`src/rtl/hs_pkg.sv`:
```
// hs_pkg: shared types and helpers for the req/ack/done responder.
package hs_pkg;
    localparam int LAT_W = 3;

    typedef enum logic [2:0] {IDLE, READY, WAIT, ACK, DONE} hs_state_e;

    function automatic logic [LAT_W-1:0] hs_clamp_lat(input logic [LAT_W-1:0] lat,
                                                      input logic [LAT_W-1:0] min_lat,
                                                      input logic [LAT_W-1:0] max_lat);
        return (lat < min_lat) ? min_lat : ((lat > max_lat) ? max_lat : lat);
    endfunction
endpackage

```
`src/rtl/hs_lat_counter.sv`:
```
// hs_lat_counter: loadable down-counter; expire marks the cycle whose edge must enter ACK.
module hs_lat_counter
    import hs_pkg::*;
(
    input  logic             clk,
    input  logic             rst_n,
    input  logic             load,
    input  logic [LAT_W-1:0] lat,
    output logic             expire,
    output logic             busy
);
    logic [LAT_W-1:0] cnt_q, cnt_d;

    // Loading L-1 makes the count reach 1 exactly one edge before ack must show.
    always_comb begin
        cnt_d = load ? lat - LAT_W'(1) : ((cnt_q != '0) ? cnt_q - LAT_W'(1) : '0);
    end

    always_ff @(posedge clk) begin
        if (!rst_n) cnt_q <= '0;
        else        cnt_q <= cnt_d;
    end

    assign expire = (cnt_q == LAT_W'(1));
    assign busy   = (cnt_q != '0);
endmodule

```
`src/rtl/hs_responder.sv`:
```
// hs_responder: responder side of the req/ack/done handshake with a one-entry pending slot.
module hs_responder
    import hs_pkg::*;
#(
    parameter int MIN_LAT = 1,
    parameter int MAX_LAT = 5,
    parameter int DATA_W  = 8
) (
    input  logic              clk,
    input  logic              rst_n,
    input  logic              start,
    input  logic              req,
    input  logic [LAT_W-1:0]  lat_cfg,
    input  logic [DATA_W-1:0] req_data,
    output logic              ack,
    output logic              done,
    output logic [DATA_W-1:0] data,
    output logic              busy,
    output logic              ovf,
    output logic [15:0]       txn_cnt
);
    hs_state_e         state_q, state_d;
    logic [DATA_W-1:0] cur_data_q, cur_data_d, slot_data_q, slot_data_d, data_q, data_d;
    logic [LAT_W-1:0]  slot_lat_q, slot_lat_d, req_lat, cap_lat;
    logic [DATA_W-1:0] cap_data;
    logic              slot_full_q, slot_full_d, ack_q, ack_d, done_q, done_d;
    logic              busy_q, busy_d, ovf_q, ovf_d;
    logic [15:0]       txn_cnt_q, txn_cnt_d;
    logic              take_slot, cap, store, in_flight, expire, cnt_busy;

    hs_lat_counter u_cnt (
        .clk    (clk),
        .rst_n  (rst_n),
        .load   (cap),
        .lat    (cap_lat),
        .expire (expire),
        .busy   (cnt_busy)
    );

    always_comb begin
        req_lat     = hs_clamp_lat(lat_cfg, LAT_W'(MIN_LAT), LAT_W'(MAX_LAT));
        in_flight   = state_q inside {WAIT, ACK, DONE};
        take_slot   = (state_q == DONE) && slot_full_q;
        // A req in DONE with an empty slot bypasses the slot and starts immediately.
        cap         = take_slot || (req && (state_q == READY || (state_q == DONE && !slot_full_q)));
        cap_lat     = take_slot ? slot_lat_q : req_lat;
        cap_data    = take_slot ? slot_data_q : req_data;
        store       = req && !slot_full_q && (state_q == WAIT || state_q == ACK);
        state_d     = state_q;
        case (state_q)
            IDLE:    state_d = start ? READY : IDLE;
            WAIT:    state_d = (expire || !cnt_busy) ? ACK : WAIT;
            ACK:     state_d = DONE;
            DONE:    state_d = READY;
            default: state_d = state_q;
        endcase
        if (cap) state_d = (cap_lat == LAT_W'(1)) ? ACK : WAIT;
        cur_data_d  = cap ? cap_data : cur_data_q;
        slot_full_d = store || (slot_full_q && !take_slot);
        slot_data_d = store ? req_data : slot_data_q;
        slot_lat_d  = store ? req_lat : slot_lat_q;
        ovf_d       = ovf_q || (req && in_flight && slot_full_q);
        ack_d       = (state_d == ACK);
        done_d      = (state_d == DONE);
        busy_d      = state_d inside {WAIT, ACK, DONE};
        data_d      = ack_d ? cur_data_d : data_q;
        txn_cnt_d   = txn_cnt_q + 16'(done_d);
    end

    always_ff @(posedge clk) begin
        if (!rst_n) begin
            state_q     <= IDLE;
            cur_data_q  <= '0;
            slot_data_q <= '0;
            slot_lat_q  <= '0;
            slot_full_q <= 1'b0;
            data_q      <= '0;
            ack_q       <= 1'b0;
            done_q      <= 1'b0;
            busy_q      <= 1'b0;
            ovf_q       <= 1'b0;
            txn_cnt_q   <= '0;
        end else begin
            state_q     <= state_d;
            cur_data_q  <= cur_data_d;
            slot_data_q <= slot_data_d;
            slot_lat_q  <= slot_lat_d;
            slot_full_q <= slot_full_d;
            data_q      <= data_d;
            ack_q       <= ack_d;
            done_q      <= done_d;
            busy_q      <= busy_d;
            ovf_q       <= ovf_d;
            txn_cnt_q   <= txn_cnt_d;
        end
    end

    assign ack     = ack_q;
    assign done    = done_q;
    assign data    = data_q;
    assign busy    = busy_q;
    assign ovf     = ovf_q;
    assign txn_cnt = txn_cnt_q;
endmodule

```
`config.mk`:
```
export PLATFORM = sky130hd
export DESIGN_NAME = hs_responder
export DESIGN_NICKNAME = d
export VERILOG_FILES = /design/src/rtl/hs_pkg.sv /design/src/rtl/hs_lat_counter.sv /design/src/rtl/hs_responder.sv
export SDC_FILE = /design/constraint.sdc
export NUM_CORES = 1
export LEC_CHECK = 0
export ABC_AREA = 1
export CAP_MARGIN = 10
export CORE_UTILIZATION = 47
export DETAILED_ROUTE_END_ITERATION = 7
export PLACE_DENSITY = 0.72
export RECOVER_POWER = 25
export SLEW_MARGIN = 0
export SYNTH_ARGS = -nofsm -noshare
export SYNTH_HDL_FRONTEND = slang
export SYNTH_SLANG_ARGS = --single-unit
```
`constraint.sdc`:
```
create_clock -name clk -period 2.4 [get_ports clk]
set_clock_uncertainty 0.1 [all_clocks]
set_input_delay 0.24 -clock clk [delete_from_list [all_inputs] [get_ports clk]]
set_output_delay 0.24 -clock clk [all_outputs]
set_load 0.005 [all_outputs]
```
==> impl_metrics.tcl <==
set metrics [dict create \
    grt_max_degree 33 \
    slowest_delay_ns 0.38 \
    status "finished, final reports clean" \
    grt_overflow 0 \
    cts_buffer_depth 2 \
    power_leakage_uw 0.00137 \
    path_class "reg -> reg" \
    slew_viol_final 0 \
    die_w_um 76.7 \
    core_um2 5240 \
    cp_slowest_cell "dfxtp_2" \
    ant_nets 0 \
    synth_nets 363 \
    cp_cell_sequence "inv_1 -> nor3_2 -> ha_1 -> ha_1 -> nand2_1 -> nor2_2 -> inv_2 -> nor2_1 -> nand2_2 -> nor2_4 -> nand2_1 -> o21ai_1 -> nor2_1" \
    rows 26 \
    ys_seq_elements 54 \
    start_util_pct 50.0 \
    avgSynthCellArea_um2 7.62 \
    dieArea_um2 5880 \
    cp.arrival_ns 2.14 \
    synth_ff_type "dfxtp_1" \
    hold_violations 0 \
    ys_seq_area_share_pct 41.3 \
    final_common_cell "nand2_1" \
    drv_cap 0 \
    cp-start-kind "flop" \
    num_io_pins 43 \
    worstHoldPathType "in -> reg" \
    finalNetCount 406 \
    synth_top_area_share_pct 41.3 \
    routed_wl_mm 5.00 \
    power_uw 2550 \
    drc 0 \
    cts_tree "built" \
    synth_area_leaders "dfxtp_1 41%, nand2_1 7.6%, nor2_1 5.9%" \
    cp_max_fo 5 \
    syn_inst 344 \
    dpl_cell_area_um2 3070 \
    place.gp.congestion 0.783 \
    drive_gt1_share_pct 20.1 \
    via_per_inst 4.90 \
    max_slew_margin_pct 58.8 \
    fin_area_um2 3210 \
    worstSkewPairLatency_ns 0.31 \
    post-route-min-period_ns 2.03 \
    max_freq_mhz 492 \
    cts_hold_buffers 0 \
    critPathRequiredTime_ns 2.51 \
    track_usage_pct 18.5 \
    synthesis.area_um2 2620 \
    io_buffer_count 42 \
    cts_made_buffers 5 \
    synth_edf_count 0 \
    cts.sinks 54 \
    finalSetupTns_ns 0 \
    grt_pass1_vias 2046 \
    tightest_slew_ns 0.618 \
    dp_hpwl_mm 3.64 \
    die_y_um 76.7 \
    dr.pass1.iters 4 \
    synth_cell_types 35 \
    post_cts_buffers 0 \
    yosys_warnings 0 \
    cts-htree-levels 2 \
    synthArstFlopShare_pct 0 \
    diodes 0 \
    grt_pass1_wl_mm 8.74 \
    cp-end-kind "flop" \
    fin_crit_sh_pct 84.6 \
    syn2layout_area_growth_pct 22.4 \
    rsz0062_at_grt "no" \
    via_count 2242 \
    final_cell_mix "53 x nand2_1, 52 x dfxtp_1, 41 x clkdlybuf4s50_1, 40 x nor2_1, 38 x inv_1" \
    first_iter_violations 109 \
    max-vdd-ir-drop_mv 0.443 \
    fillers 494 \
    yosys.area.top_type "dfxtp_1" \
    path_clk_slew_ns 0.10 \
    power_density_nw_per_um2 794 \
    cts_root_buf "clkbuf_8" \
    antenna_found_initial 0 \
    setup_violations 0 \
    post_drt_wl_per_cell_um 10.9 \
    cts_resized 0 \
]
==> cell families after synthesis <==
logic type      share of synthesized area (%)
compound gates                           13.3
simple gates                             32.8
flops                                    41.3
buf+inv                                  10.1
xor+xnor                                0.669
fa+ha+maj                                1.91
==> cell type report <==
cell class / instances / area, µm² / area share (%)
sequential: 54 / 1090 / 33.9
inverter: 44 / 165 / 5.15
tap: 70 / 87.6 / 2.73
clock buffer: 6 / 82.6 / 2.57
clock inverter: 2 / 38.8 / 1.21
multi-input combinational: 234 / 1280 / 40.0
timing repair buffer: 48 / 465 / 14.5
==> Yosys cell counts (4+ instances only) <==
master   instances
inv_1           38
nor3_1           5
nand2_2         21
a21oi_1         21
nand4_1          6
nand2_1         53
nand2_4          5
nor2_2          11
o21ai_2          7
inv_2            6
nand3_1         20
o21ai_0         22
dfxtp_1         54
nor2_1          41
buf_6            4
ha_1             4
==> routing by layer <==
metal	share of wire, %	up-vias	track usage (%)
li1	-	1183	-
met1	47	1003	21.9
met2	48	47	32.1
met3	3.2	9	3.57
met4	2.2	0	8.08
met5	0	-	0
==> metrics by stage <==
step	hold WS (ns)	instances	setup slack (ns)	util, %
6_report	0.389	458	0.369	61.3
5_1_grt	0.405	458	0.00935	61.3
2_1_floorplan	0.278	344	0.332	-
3_3_place_gp	0.361	450	0.197	58.7
3_5_place_dp	0.375	450	0.134	58.7
4_1_cts	0.382	458	0.114	61.0
==> state kept, by name (all words and copies together), names as in the netlist <==
name and cells:
ack 1, busy 1, cur_data_q 8, data 8, done 1, ovf 1
slot_data_q 8, slot_full_q 1, slot_lat_q 3, state_q 3, txn_cnt 16, u_cnt.cnt_q 3
==> path summary, 6_finish.rpt <==
path               start  slack (ns)  cells past startpoint             end
max           state_q[0]        0.37                     13     txn_cnt[12]
min          req_data[1]        0.39                      3  slot_data_q[1]
min reg2reg  txn_cnt[13]        0.39                      2     txn_cnt[13]
max reg2reg   state_q[0]        0.37                     13     txn_cnt[12]
==> critical path, delay by kind of cell (launching register included) <==
family / cells / cell delay [ns]
compound gates: 1 / 0.12
fa+ha+maj: 2 / 0.35
flops: 1 / 0.38
simple gates: 8 / 0.82
buf+inv: 2 / 0.16
==> power breakdown <==
group / switching, µW / internal [µW] / total, µW
clock network: 303 / 343 / 646
logic: 478 / 329 / 807
registers: 69.8 / 1020 / 1090
Note: power is estimated with default switching activity, not from simulation.
